## src/rtl/hnf_tag_ctrl.sv

```systemverilog
// Requester-side controller for the HN-F tag SRAM: clears every set after reset,
// then serves one lookup or update at a time and reports hit, state and victim.
module hnf_tag_ctrl #(
  parameter int INDEX_WIDTH = 9,
  parameter int WAY_NUM     = 4,
  parameter int CLINE_WIDTH = 28,
  parameter int STATE_WIDTH = 2,
  parameter int RD_LAT      = 2
) (
  input  logic                            clk,
  input  logic                            rst,
  input  logic                            req_valid,
  output logic                            req_ready,
  input  logic                            req_op,
  input  logic [INDEX_WIDTH-1:0]          req_index,
  input  logic [CLINE_WIDTH-STATE_WIDTH-1:0] req_tag,
  input  logic [STATE_WIDTH-1:0]          req_state,
  input  logic [WAY_NUM-1:0]              req_way,
  output logic                            resp_valid,
  input  logic                            resp_ready,
  output logic                            resp_hit,
  output logic [WAY_NUM-1:0]              resp_hit_way,
  output logic [STATE_WIDTH-1:0]          resp_state,
  output logic [WAY_NUM-1:0]              resp_victim_way,
  output logic                            resp_multi_hit,
  output logic                            init_done,
  output logic [INDEX_WIDTH-1:0]          loc_index_q,
  output logic                            loc_rd_en_q,
  output logic [WAY_NUM-1:0]              loc_wr_ways_q,
  output logic [CLINE_WIDTH-1:0]          loc_wr_cline_q,
  input  logic [CLINE_WIDTH*WAY_NUM-1:0]  loc_rd_clines_q
);

  localparam int TAG_WIDTH  = CLINE_WIDTH - STATE_WIDTH;
  localparam int RR_WIDTH   = (WAY_NUM > 1) ? $clog2(WAY_NUM) : 1;
  localparam int WAIT_WIDTH = $clog2(RD_LAT + 1);

  typedef enum logic [2:0] {S_INIT, S_IDLE, S_RD_WAIT, S_WR, S_RESP} state_t;

  state_t                  state_q, state_d;
  logic [INDEX_WIDTH-1:0]  init_cnt_q, init_cnt_d;
  logic [WAIT_WIDTH-1:0]   wait_q, wait_d;
  logic [RR_WIDTH-1:0]     rr_ptr_q, rr_ptr_d;
  logic [TAG_WIDTH-1:0]    tag_q, tag_d;

  logic [INDEX_WIDTH-1:0]  index_d;
  logic                    rd_en_d;
  logic [WAY_NUM-1:0]      wr_ways_d;
  logic [CLINE_WIDTH-1:0]  wr_cline_d;
  logic                    resp_valid_d, hit_d, multi_d, init_done_d;
  logic [WAY_NUM-1:0]      hit_way_d, victim_d;
  logic [STATE_WIDTH-1:0]  resp_state_d;

  logic [CLINE_WIDTH-1:0]  rd_entry [WAY_NUM];
  logic [WAY_NUM-1:0]      match, invalid, match_low, invalid_low, rr_onehot, victim_sel;
  logic [STATE_WIDTH-1:0]  hit_state;
  logic                    multi_match, use_rr;

  assign req_ready = (state_q == S_IDLE) && !resp_valid;

  // Tag compare on the registered read data; the lowest matching way supplies the state.
  always_comb begin
    match     = '0;
    invalid   = '0;
    hit_state = '0;
    for (int i = WAY_NUM - 1; i >= 0; i--) begin
      rd_entry[i] = loc_rd_clines_q[i*CLINE_WIDTH +: CLINE_WIDTH];
      invalid[i]  = (rd_entry[i][STATE_WIDTH-1:0] == '0);
      match[i]    = !invalid[i] && (rd_entry[i][CLINE_WIDTH-1:STATE_WIDTH] == tag_q);
      if (match[i]) hit_state = rd_entry[i][STATE_WIDTH-1:0];
    end
    match_low   = match & (~match + WAY_NUM'(1));
    invalid_low = invalid & (~invalid + WAY_NUM'(1));
    multi_match = |(match & (match - WAY_NUM'(1)));
    rr_onehot   = WAY_NUM'(1) << rr_ptr_q;
    use_rr      = !(|match) && !(|invalid);
    victim_sel  = (|match) ? match_low : ((|invalid) ? invalid_low : rr_onehot);
  end

  always_comb begin
    state_d      = state_q;
    init_cnt_d   = init_cnt_q;
    wait_d       = wait_q;
    rr_ptr_d     = rr_ptr_q;
    tag_d        = tag_q;
    index_d      = loc_index_q;
    rd_en_d      = loc_rd_en_q;
    wr_ways_d    = loc_wr_ways_q;
    wr_cline_d   = loc_wr_cline_q;
    resp_valid_d = resp_valid;
    hit_d        = resp_hit;
    hit_way_d    = resp_hit_way;
    resp_state_d = resp_state;
    victim_d     = resp_victim_way;
    multi_d      = resp_multi_hit;
    init_done_d  = init_done;

    case (state_q)
      // loc_index_q always equals the counter here, so reset already presents set 0.
      S_INIT: begin
        if (init_cnt_q == '1) begin
          wr_ways_d   = '0;
          init_done_d = 1'b1;
          state_d     = S_IDLE;
        end else begin
          init_cnt_d = init_cnt_q + INDEX_WIDTH'(1);
          index_d    = init_cnt_q + INDEX_WIDTH'(1);
          wr_ways_d  = '1;
          wr_cline_d = '0;
        end
      end
      S_IDLE: begin
        if (req_valid && req_ready) begin
          index_d = req_index;
          if (req_op) begin
            wr_ways_d  = req_way;
            wr_cline_d = {req_tag, req_state};
            state_d    = S_WR;
          end else begin
            rd_en_d = 1'b1;
            tag_d   = req_tag;
            wait_d  = WAIT_WIDTH'(RD_LAT);
            state_d = S_RD_WAIT;
          end
        end
      end
      S_RD_WAIT: begin
        rd_en_d = 1'b0;
        if (wait_q == '0) begin
          resp_valid_d = 1'b1;
          hit_d        = |match;
          hit_way_d    = match;
          resp_state_d = hit_state;
          victim_d     = victim_sel;
          multi_d      = multi_match;
          if (use_rr) begin
            rr_ptr_d = (rr_ptr_q == RR_WIDTH'(WAY_NUM - 1)) ? '0 : rr_ptr_q + RR_WIDTH'(1);
          end
          state_d = S_RESP;
        end else begin
          wait_d = wait_q - WAIT_WIDTH'(1);
        end
      end
      S_WR: begin
        wr_ways_d    = '0;
        resp_valid_d = 1'b1;
        hit_d        = 1'b0;
        hit_way_d    = '0;
        resp_state_d = '0;
        victim_d     = '0;
        multi_d      = 1'b0;
        state_d      = S_RESP;
      end
      S_RESP: begin
        if (resp_ready) begin
          resp_valid_d = 1'b0;
          state_d      = S_IDLE;
        end
      end
      default: state_d = S_INIT;
    endcase
  end

  always_ff @(posedge clk or posedge rst) begin
    if (rst) begin
      state_q         <= S_INIT;
      init_cnt_q      <= '0;
      wait_q          <= '0;
      rr_ptr_q        <= '0;
      tag_q           <= '0;
      loc_index_q     <= '0;
      loc_rd_en_q     <= 1'b0;
      loc_wr_ways_q   <= '1;
      loc_wr_cline_q  <= '0;
      resp_valid      <= 1'b0;
      resp_hit        <= 1'b0;
      resp_hit_way    <= '0;
      resp_state      <= '0;
      resp_victim_way <= '0;
      resp_multi_hit  <= 1'b0;
      init_done       <= 1'b0;
    end else begin
      state_q         <= state_d;
      init_cnt_q      <= init_cnt_d;
      wait_q          <= wait_d;
      rr_ptr_q        <= rr_ptr_d;
      tag_q           <= tag_d;
      loc_index_q     <= index_d;
      loc_rd_en_q     <= rd_en_d;
      loc_wr_ways_q   <= wr_ways_d;
      loc_wr_cline_q  <= wr_cline_d;
      resp_valid      <= resp_valid_d;
      resp_hit        <= hit_d;
      resp_hit_way    <= hit_way_d;
      resp_state      <= resp_state_d;
      resp_victim_way <= victim_d;
      resp_multi_hit  <= multi_d;
      init_done       <= init_done_d;
    end
  end

endmodule

```

## config.mk

```make
export PLATFORM = sky130hd
export DESIGN_NAME = hnf_tag_ctrl
export DESIGN_NICKNAME = d
export VERILOG_FILES = /design/src/rtl/hnf_tag_ctrl.sv
export SDC_FILE = /design/constraint.sdc
export NUM_CORES = 1
export LEC_CHECK = 0
export ABC_AREA = 1
export CAP_MARGIN = 20
export CORE_UTILIZATION = 48
export CTS_BUF_LIST = sky130_fd_sc_hd__clkbuf_4 sky130_fd_sc_hd__clkbuf_8 sky130_fd_sc_hd__clkbuf_16
export DETAILED_ROUTE_END_ITERATION = 10
export PLACE_DENSITY = 0.84
export REMOVE_ABC_BUFFERS = 1
export SYNTH_ARGS = -nofsm -noshare
export SYNTH_HDL_FRONTEND = slang
export SYNTH_SLANG_ARGS = --single-unit
```

## constraint.sdc

```tcl
create_clock -name clk -period 4.2 [get_ports clk]
set_input_delay 0.84 -clock clk [delete_from_list [all_inputs] [get_ports clk]]
set_output_delay 0.84 -clock clk [all_outputs]
set_load 0.02 [all_outputs]
```

==> reports/qor.txt <==
outcome: finished, final reports clean
critical path capture point type: output port
Crit Path Category: flip-flop to output port
share of cells above drive strength 1: 3.99%
grt ovf: 0
vias in the first global route: 7327
Max Slew Vio Count: 0
Peak VDD IR: 0.000265 V
overall die height: 121 um
Pleak: 4.67 nW
f_max: 339 MHz
CTS tree: done
Synth area leaders: dfrtp_1 34%, nand2_1 21%, inv_1 8.6%
Synth Cell Area: 6820 um2
post-synth top area cell: dfrtp_1
fin area: 9440 um2
antenna-violating nets left: 0
H-tree depth: 3
CTS max path bufs: 2
Port Buffers: 214
Worst R2R Start: state_q[1]
Post-CTS Hold Fix Bufs: 0
final setup fails: 0
Area Growth Syn to Fin: 38.3%
Worst setup SP type: flip-flop
transition time of the tightest slew-check pin: 0.938 ns
FF+latch count, synth: 98
Ys Warns: 0
fin util: 68.0%
most common cell after layout, fill and taps aside: nand2_1
Critical Path Source: state_q[2]
Hold Slack: 0.488 ns
initial antenna violation count: 0
final hold viol count: 0
DP HPWL: 19400 um
GRT Total Usage: 34.5%
Max FO, Critical Path: 18
routability cong.: 0.970
Seq/Total Area, Yosys: 36.0%
Post-route DRC: 0
final net count: 1439
Diodes inserted: 0
critical hold path startpoint: resp_hit_way[2]
area share of the largest cell type after synthesis: 34.5%
Avg Inst Size Synth: 6.35 um2
TritonCTS Sinks: 98
fillcell total: 1227
Std-Cell Rows: 43
Yosys cell types: 35
post-layout min period: 2.95 ns
clock-pin transition on the worst setup and hold timing paths: 0.07 ns
skew final: 0.0110 ns
P per Cell Area: 237 nW/um2
Crit path required time: 3.36 ns
Num CTS Buffers: 9
CTS resizes: 0
number of DRC markers in iteration 0: 558
most frequent cells in the layout: 374 x nand2_1, 214 x clkdlybuf4s50_1, 155 x inv_1, 127 x nor2_1, 94 x dfrtp_1
routed wire length: 24600 um
Synth Instances: 1074
core box area: 13900 um2
Hold Path Class: flip-flop to flip-flop
CP arrival: 2.11 ns
pin count of the biggest net entering global routing: 73
final setup TNS: 0 ns
Post-CTS Setup Inserts: 0
first-pass GRT wire length: 37800 um
final cycle utilization of the critical path: 70.3%
Die Width: 121 um
drt wl/cell: 16.9 um
Vias: 7620
unrepaired setup endpoints after global routing: no
I/O pins: 215
Die ar.: 14700 um2
post-DR vias/cell: 5.22
DP Area: 9070 um2
Worst-Skew Late Latency: 0.35 ns
Slew HR: 37.3%
Starting Density: 49.2%
root buf cell: clkbuf_16
DRT Pass-1 Iters: 5
Max Cap Viol: 0
## Yosys cell counts
cell,number
nand2_1,374
inv_1,156
nor2_1,127
dfrtp_1,94
o21ai_0,72
nand3_1,47
o21ai_1,33
xnor2_1,26
nand4_1,22
a21oi_1,14
clkbuf_1,13
or2_2,12
a31oi_1,11
xor2_1,11
buf_2,10
ha_1,7
nor3_1,7
nand2_2,5
dfstp_2,4
inv_2,4
and2_1,3
clkbuf_2,3
nand3b_1,3
a22oi_1,2
nor2_2,2
nor2_4,2
nor2b_1,2
and2_0,1
and3_1,1
buf_4,1
buf_6,1
nand3_2,1
nor2_8,1
nor3b_1,1
o21a_1,1
## power by group
group	internal, W	switching [W]	leakage, nW
combinational	0.000179	0.000152	3.23
sequential	0.000943	0	1.26
clock	0.000592	0.000371	0.171
## critical path, stage by stage (launching register included)
cell	delay, ns
dfrtp_1	0.41
nor2_1	0.14
inv_2	0.08
nor2_8	0.23
inv_2	0.16
nor2_4	0.13
clkdlybuf4s50_1	0.60
## per-stage QoR
stage	total power [W]	std cells	setup slack (ns)
final	0.00224	1459	1.25
after global routing	0.00231	1459	1.11
after CTS	0.00224	1458	0.925
after detailed placement	0.00129	1442	0.600
after global placement	0.00129	1442	0.679
after floorplan	0.00108	1046	0.805
## worst paths after layout
| check | to | slack (ns) | cells after the start |
|---|---|---|---|
| setup / recovery | req_ready | 1.25 | 6 |
| hold / removal | resp_hit_way[2] | 0.49 | 2 |
| setup reg to reg | resp_victim_way[0] | 1.61 | 9 |
| hold reg to reg | resp_hit_way[2] | 0.49 | 2 |
| max in group asynchronous | resp_victim_way[0] | 2.41 | 3 |
| min in group asynchronous | loc_wr_cline_q[20] | 1.01 | 2 |
## routing by layer
layer	wire length, um	global-route usage (%)	vias up
met5	0	0	-
met3	1870	7.10	70
met2	11500	56.1	340
li1	-	-	3720
met4	1020	16.5	0
met1	10200	43.7	3490
## registers in the layout (all words and copies together) (netlist names), 2 cells and up
register / flops
loc_wr_cline_q: 28
tag_q: 26
init_cnt_q: 9
loc_index_q: 9
loc_wr_ways_q: 4
resp_hit_way: 4
resp_victim_way: 4
state_q: 3
resp_state: 2
rr_ptr_q: 2
wait_q: 2
## kinds of logic after synthesis
logic type / count (synthesis) / share of synthesized area, %
adders and majority gates: 7 / 1.28
buffers and inverters: 188 / 10.7
and+or+nand+nor: 611 / 37.1
DFF: 98 / 36.0
xor gates and xnor gates: 37 / 4.75
AOI/OAI and AO/OA: 133 / 10.1
## final cells by class
type                    count  area [um2]  share of cell area, %
multi-input cells         788        3630                   38.5
well taps                 180         225                   2.39
clock buffers              10         233                   2.47
clock inverters             6         113                   1.19
flip-flops and latches     98        2460                   26.0
inverters                 160         603                   6.39
repair buffers            217        2170                   23.0
Power figures use the tool's default switching activity.
